File: src/rtl/chip8_alu_sequencer.sv
// CHIP-8 8XYN sequencer: reads VX/VY, drives the shared ALU, writes VX then VF.
// Optional macro CHIP8_VF_RESET_QUIRK_EN: OR/AND/XOR also clear VF (COSMAC VIP behaviour).
module chip8_alu_sequencer #(
  parameter int REG_AW = 4,
  parameter int DW     = 8
) (
  input  logic              clk,
  input  logic              reset_n,
  input  logic              start,
  input  logic [15:0]       opcode,
  output logic              busy,
  output logic              done,
  output logic              illegal,
  output logic [REG_AW-1:0] rf_raddr,
  input  logic [DW-1:0]     rf_rdata,
  output logic              rf_we,
  output logic [REG_AW-1:0] rf_waddr,
  output logic [DW-1:0]     rf_wdata,
  output logic [DW-1:0]     alu_x,
  output logic [DW-1:0]     alu_y,
  output logic [2:0]        alu_op,
  input  logic [DW-1:0]     alu_out,
  input  logic              alu_carry
);

  typedef enum logic [2:0] {
    IDLE, RD_X, RD_Y, EXEC, ALU, WR_X, WR_F, DONE
  } state_t;

  typedef struct packed {
    logic       legal;
    logic [2:0] op;
    logic       swap;
    logic       vfw;
    logic       vf_zero;
  } dec_t;

  function automatic dec_t decode(input logic [3:0] n);
    dec_t d;
    d = '0;
    d.legal = 1'b1;
    unique case (n)
      4'h0: d.op = 3'd0;
      4'h1, 4'h2, 4'h3: begin
        d.op = n[2:0];
`ifdef CHIP8_VF_RESET_QUIRK_EN
        d.vfw     = 1'b1;
        d.vf_zero = 1'b1;
`endif
      end
      4'h4: begin d.op = 3'd4; d.vfw = 1'b1; end
      4'h5: begin d.op = 3'd5; d.vfw = 1'b1; end
      4'h6: begin d.op = 3'd6; d.vfw = 1'b1; end
      4'h7: begin d.op = 3'd5; d.vfw = 1'b1; d.swap = 1'b1; end
      4'hE: begin d.op = 3'd7; d.vfw = 1'b1; end
      default: d.legal = 1'b0;
    endcase
    return d;
  endfunction

  state_t            r_state, w_nxt;
  logic [REG_AW-1:0] r_x, r_y;
  logic [3:0]        r_n;
  logic              r_ill;
  logic [DW-1:0]     r_opx, r_opy, r_res;
  logic              r_flg;
  dec_t              w_dec_in, w_dec;
  logic              w_unused_opc;

  assign w_unused_opc = &{1'b0, opcode[15:12]};
  assign w_dec_in     = decode(opcode[3:0]);
  assign w_dec        = decode(r_n);

  always_ff @(posedge clk or negedge reset_n) begin
    if (!reset_n) r_state <= IDLE;
    else          r_state <= w_nxt;
  end

  always_ff @(posedge clk or negedge reset_n) begin
    if (!reset_n) begin
      r_x   <= '0;
      r_y   <= '0;
      r_n   <= '0;
      r_ill <= 1'b0;
      r_opx <= '0;
      r_opy <= '0;
      r_res <= '0;
      r_flg <= 1'b0;
    end else begin
      unique case (r_state)
        IDLE: if (start) begin
          r_x   <= REG_AW'(opcode[11:8]);
          r_y   <= REG_AW'(opcode[7:4]);
          r_n   <= opcode[3:0];
          r_ill <= ~w_dec_in.legal;
        end
        RD_Y: r_opx <= rf_rdata;
        EXEC: r_opy <= rf_rdata;
        ALU: begin
          r_res <= alu_out;
          r_flg <= alu_carry;
        end
        default: ;
      endcase
    end
  end

  // Outputs decode purely from state so a reset zeroes them immediately.
  always_comb begin
    w_nxt    = r_state;
    busy     = (r_state != IDLE);
    done     = 1'b0;
    illegal  = 1'b0;
    rf_raddr = '0;
    rf_we    = 1'b0;
    rf_waddr = '0;
    rf_wdata = '0;
    alu_x    = '0;
    alu_y    = '0;
    alu_op   = '0;
    unique case (r_state)
      IDLE: if (start) w_nxt = w_dec_in.legal ? RD_X : DONE;
      RD_X: begin
        rf_raddr = r_x;
        w_nxt    = RD_Y;
      end
      RD_Y: begin
        rf_raddr = r_y;
        w_nxt    = EXEC;
      end
      EXEC: w_nxt = ALU;
      ALU: begin
        alu_x  = w_dec.swap ? r_opy : r_opx;
        alu_y  = w_dec.swap ? r_opx : r_opy;
        alu_op = w_dec.op;
        w_nxt  = WR_X;
      end
      WR_X: begin
        rf_we    = 1'b1;
        rf_waddr = r_x;
        rf_wdata = r_res;
        w_nxt    = w_dec.vfw ? WR_F : DONE;
      end
      WR_F: begin
        rf_we    = 1'b1;
        rf_waddr = {REG_AW{1'b1}};
        rf_wdata = w_dec.vf_zero ? '0 : {{(DW-1){1'b0}}, r_flg};
        w_nxt    = DONE;
      end
      DONE: begin
        done    = 1'b1;
        illegal = r_ill;
        w_nxt   = IDLE;
      end
      default: w_nxt = IDLE;
    endcase
  end

endmodule
File: config.mk
export PLATFORM = sky130hd
export DESIGN_NAME = chip8_alu_sequencer
export DESIGN_NICKNAME = d
export VERILOG_FILES = /design/src/rtl/chip8_alu_sequencer.sv
export SDC_FILE = /design/constraint.sdc
export NUM_CORES = 1
export LEC_CHECK = 0
export BUFFER_PORTS_ARGS = -buffer_cell sky130_fd_sc_hd__buf_2
export CAP_MARGIN = 20
export CORE_MARGIN = 8
export CORE_UTILIZATION = 43
export CTS_BUF_LIST = sky130_fd_sc_hd__clkbuf_16
export CTS_CLUSTER_DIAMETER = 150
export DETAILED_ROUTE_END_ITERATION = 6
export GPL_TIMING_DRIVEN = 1
export PLACE_DENSITY = 0.69
export SLEW_MARGIN = 20
export SYNTH_ARGS = -nofsm -noshare
export SYNTH_HDL_FRONTEND = slang
export SYNTH_SLANG_ARGS = --single-unit
File: constraint.sdc
create_clock -name clk -period 1.9 [get_ports clk]
set_clock_uncertainty 0.05 [all_clocks]
set_input_delay 0.285 -clock clk [delete_from_list [all_inputs] [get_ports clk]]
set_output_delay 0.285 -clock clk [all_outputs]
set_load 0.02 [all_outputs]
==> After elaboration in Yosys (flattened, before gate mapping) <==
Index checks and enable logic that the tools add are counted.
{ "classes": {"eq_ne": 24, "bitwise": 1, "n_reduce_logical": 9, "mux": 19} }
{ "ops": {"columns": ["operator", "count"], "rows": [
  ["4-bit by 3-bit == test with 1-bit output (second input constant)", 8],
  ["8-bit two-way mux", 4],
  ["3-bit case mux with 8 select lines", 1],
  ["4-bit by 2-bit == test with 1-bit output (second input constant)", 4],
  ["4-bit case mux with 2 select lines", 2],
  ["8-bit case mux with 2 select lines", 1],
  ["3-bit case mux with 5 select lines", 1],
  ["3-bit == test (second input constant)", 4],
  ["3-bit two-way mux", 3],
  ["9-bit OR reduction", 1],
  ["4-bit by 1-bit == test with 1-bit output (second input constant)", 2],
  ["4-bit == test (second input constant)", 2],
  ["1-bit two-way mux", 7],
  ["3-bit by 2-bit == test with 1-bit output (second input constant)", 2],
  ["5-bit OR reduction", 1],
  ["4-bit zero test", 1],
  ["2-bit OR reduction", 2],
  ["3-bit by 1-bit == test with 1-bit output (second input constant)", 1],
  ["3-bit zero test", 1],
  ["3-bit nonzero test", 1],
  ["3-bit OR reduction", 1],
  ["2-bit inequality test (second input constant)", 1],
  ["2-bit AND reduction", 1],
  ["1-bit NOT", 1]
]} }
{ "totals": {"regBits": 41, "out_inout_bits": 39, "wordCells": 62} }

==> Longest topological paths before layout <==
{ "depth": {"word_depth": 6, "depth_mapped": 6} }

==> Least setup slack after synthesis <==
No wires, ideal clock.
{ "synth_timing": {"path_kind": "register -> output", "startpoint": "register r_state[0]", "endpoint": "output alu_x[0]", "slack_ps": 83, "arrival_ps": 1482, "path_stages_with_launch": 7, "t_required_ps": 1565, "cell_sequence": "dfrtp_1 -> buf_6 -> nor2_2 -> nand2_2 -> buf_2 -> buf_6 -> a21oi_1"} }
{ "synth_via": {"elab_chain_len": 2} }
{ "synth_lines": {"columns": ["element", "line", "rtl"], "rows": [
  ["from (decl)", "61", "state_t r_state, w_nxt;"],
  ["from (signal assigned)", "76", "else r_state <= w_nxt;"],
  ["3-bit == test", "121", "unique case (r_state)"],
  ["8-bit two-way mux", "121", null],
  ["to (decl)", "19", "output logic [DW-1:0] alu_x,"]
]} }
No other way between the ends.

==> Worst setup path after layout <==
{ "layout_timing": {"startpoint": "register r_n[3]", "endpoint": "output alu_x[3]"} }
{ "layout_via": {"elab_chain_len": 4} }
{ "layout_lines": {"columns": ["element", "line", "rtl"], "rows": [
  ["from (decl)", "63", "logic [3:0] r_n;"],
  ["from (signal assigned)", "94", "r_n <= opcode[3:0];"],
  ["4-bit by 3-bit == test with 1-bit output", null, null],
  ["1-bit two-way mux", "42", "unique case (n)"],
  ["8-bit two-way mux", "133", "alu_x = w_dec.swap ? r_opy : r_opx;"],
  ["8-bit two-way mux", "121", null]
]} }
No other way between the ends.

==> results.ini <==
[run_status]
status=finished clean

[timing]
final_max_slew_viol_count=0
rsz0062_at_grt=true
setup_viol=0
slew_headroom_pct=65.28
hold_viol_final=0
fin_crit_sh_pct=98.33
timing.fmax_mhz=535.3
min_period_ps=1868
fin_tns_setup_ps=0
tightest_slew_ps=520.8

[setup_path]
r2r_start=r_state[2]
crit_buf_inv=2
r2r_cells=4
cp_max_fo=16
startpoint_type=flop
required_ps=1560
cp_top_family=flip-flops
regToRegEndpoint=r_n[3]
end_kind=primary output
crit_type=reg -> out
crit_arrival_ps=1530
cp_slowest_cell=dfrtp_2
rrSetupSlack_ps=260
cpPeakStageDelay_ps=430
cp_cell_sequence=and4b_1 -> buf_6 -> nand2_1 -> a21oi_1 -> buf_4

[cells_and_area]
antenna_cells=0
mostFrequentLayoutCell=buf_2
drive_gt1_share_pct=48.58
final_cell_mix=54 x buf_2, 45 x nand2_1, 37 x dfrtp_1, 31 x mux2_2, 27 x buf_4
final_nets=318
instances_no_fill=349
area_delta_synth_final_pct=31.63

[synthesis]
syn_area_um2=2125
ys.warnings.count=0
netlist_instances=203
syn_area_per_cell_um2=10.47
yosysSeqAreaShare_pct=48.29
synth_edf_count=0
synth_compound_area_share_pct=7.774
async_reset_ff_share_pct=100.0
synth-xor-area-share_pct=0
synth_seq_cells=41
ys.flop_type=dfrtp_1
netlist-cell-type-count=31
synthSimpleGateAreaFrac_pct=18.26
synth_mux_area_share_pct=21.14
syn-num-nets=239
synth_top_family_by_area=multiplexers
synth_fa_ha_area_share_pct=0

[die]
io_pins=75
dieArea_um2=7446
core_area_um2=4755
start_util_pct=44.68
die_x_um=86.29
num_rows=25
die_h_um=86.29

[clock_tree]
clockRootBuffer=clkbuf_16
cts_tree=yes
htree_levels=2
cts_num_sinks=41
clkLatencyLatePin_ps=280
clkTransAtPathRegs_ps=60
cts_buffer_depth=2
numCtsBuffers=5

[global_route]
grt_pass1_vias=1749
overflow=0
grt_max_degree=42
grt_antenna_before_repair=0
grt.total_usage_pct=14.03
grt_pass1_wl_mm=8.259

[power]
cellPowerDensity_nw_per_um2=1686
leakagePower_nw=1.377
ir_drop_v=0.0009810
total_power_w=0.004714

[detailed_routing]
drc=0
wl_per_cell_um=14.65
firstDrtPassIters=4
drt_iter0_drc=77
finalWirelength_mm=5.114
vias=1779
viasPerCell=5.097
ant_nets=0

[run]
max_cap_viol_count=0

[placed_design]
dp_hpwl_mm=3.660
gp_congestion=0.7429
port-buffer-count=70
dp_cells=339

[hold_path]
hold_class=in -> async

[final cells by class]
class | count | area, um2
inverters | 4 | 15.01
clock inverters | 2 | 7.507
clock buffers | 5 | 125.1
well taps | 67 | 83.83
fillers | 445 | 1958
flip-flops and latches | 41 | 1031
multi-input cells | 146 | 1027
repair buffers | 84 | 506.7
[metal layers]
metal	share of wire, %	track usage [%]	vias up
met2	43	20.99	63
met1	44	15.92	843
met3	11	8.318	9
met5	0	0	-
li1	-	-	864
met4	1.7	5.634	0
[per-stage QoR]
step | hold WS (ps) | area [um2] | worst slack, ps | util [%]
floorplan | -60.59 | 2125 | 83.16 | -
global placement | 338.2 | 2560 | 209.8 | 53.84
detailed placement | 334.9 | 2560 | 160.6 | 53.84
CTS | 33.69 | 2716 | -10.01 | 57.13
global route | 57.93 | 2796 | -40.73 | 58.82
finish | 19.07 | 2796 | 31.77 | 58.82
[state kept, by name, summed over array words and instances (netlist names), 3 cells and up]
signal / count
r_y: 4
r_state: 3
r_opx: 8
r_res: 8
r_n: 4
r_opy: 8
r_x: 4
[worst max-delay path by stage]
stage                    start  endpoint  slack [ps]  cells after the start
floorplan           r_state[0]  alu_x[0]          80                      6
global placement    r_state[1]  alu_x[3]         210                      4
detailed placement  r_state[0]  alu_x[2]         160                      4
CTS                     r_n[3]  alu_x[2]         -10                      5
global route            r_n[3]  alu_x[2]         -40                      5
finish                  r_n[3]  alu_x[3]          30                      5
[cell usage after synthesis (2+ instances only)]
| library cell | count | area share (%) |
|---|---|---|
| inv_1 | 4 | 0.71 |
| nand3_1 | 5 | 1.2 |
| a21oi_1 | 25 | 5.9 |
| dfrtp_1 | 41 | 48 |
| nor3_1 | 2 | 0.47 |
| nand2_1 | 45 | 8.0 |
| o21ai_0 | 2 | 0.47 |
| and3_1 | 7 | 2.1 |
| nand2b_1 | 2 | 0.59 |
| buf_6 | 4 | 2.1 |
| clkbuf_1 | 3 | 0.53 |
| buf_2 | 4 | 0.94 |
| mux2_4 | 6 | 4.2 |
| nor2_1 | 4 | 0.71 |
| nor2b_1 | 3 | 0.88 |
| mux2_2 | 31 | 16 |
[worst reg2reg max path, stage by stage (launching register included)]
cell	delay, ps
dfrtp_2	420
buf_4	170
nor4b_4	300
buf_4	240
mux2_2	340
[report_power, final]
| part | switching (W) | total [W] | internal, W |
|---|---|---|---|
| clock | 0.000320 | 0.000789 | 0.000470 |
| combinational | 0.00115 | 0.00225 | 0.00109 |
| sequential | 0.000340 | 0.00168 | 0.00134 |
[cells by family (layout without fill, tap and decap cells)]
group | after synthesis | in the layout
and+or+nand+nor | 77 | 77
muxes | 38 | 38
AOI/OAI and AO/OA | 31 | 31
buffers and inverters | 16 | 95
DFF | 41 | 41
[repair_timing]
action | CTS | global route
gates resized for setup | 8 | 21
setup endpoints to repair | 25 | 27
pin swaps | 0 | 0
setup buffers | 0 | 3
hold buffers | 0 | 0
Power figures use the tool's default switching activity.
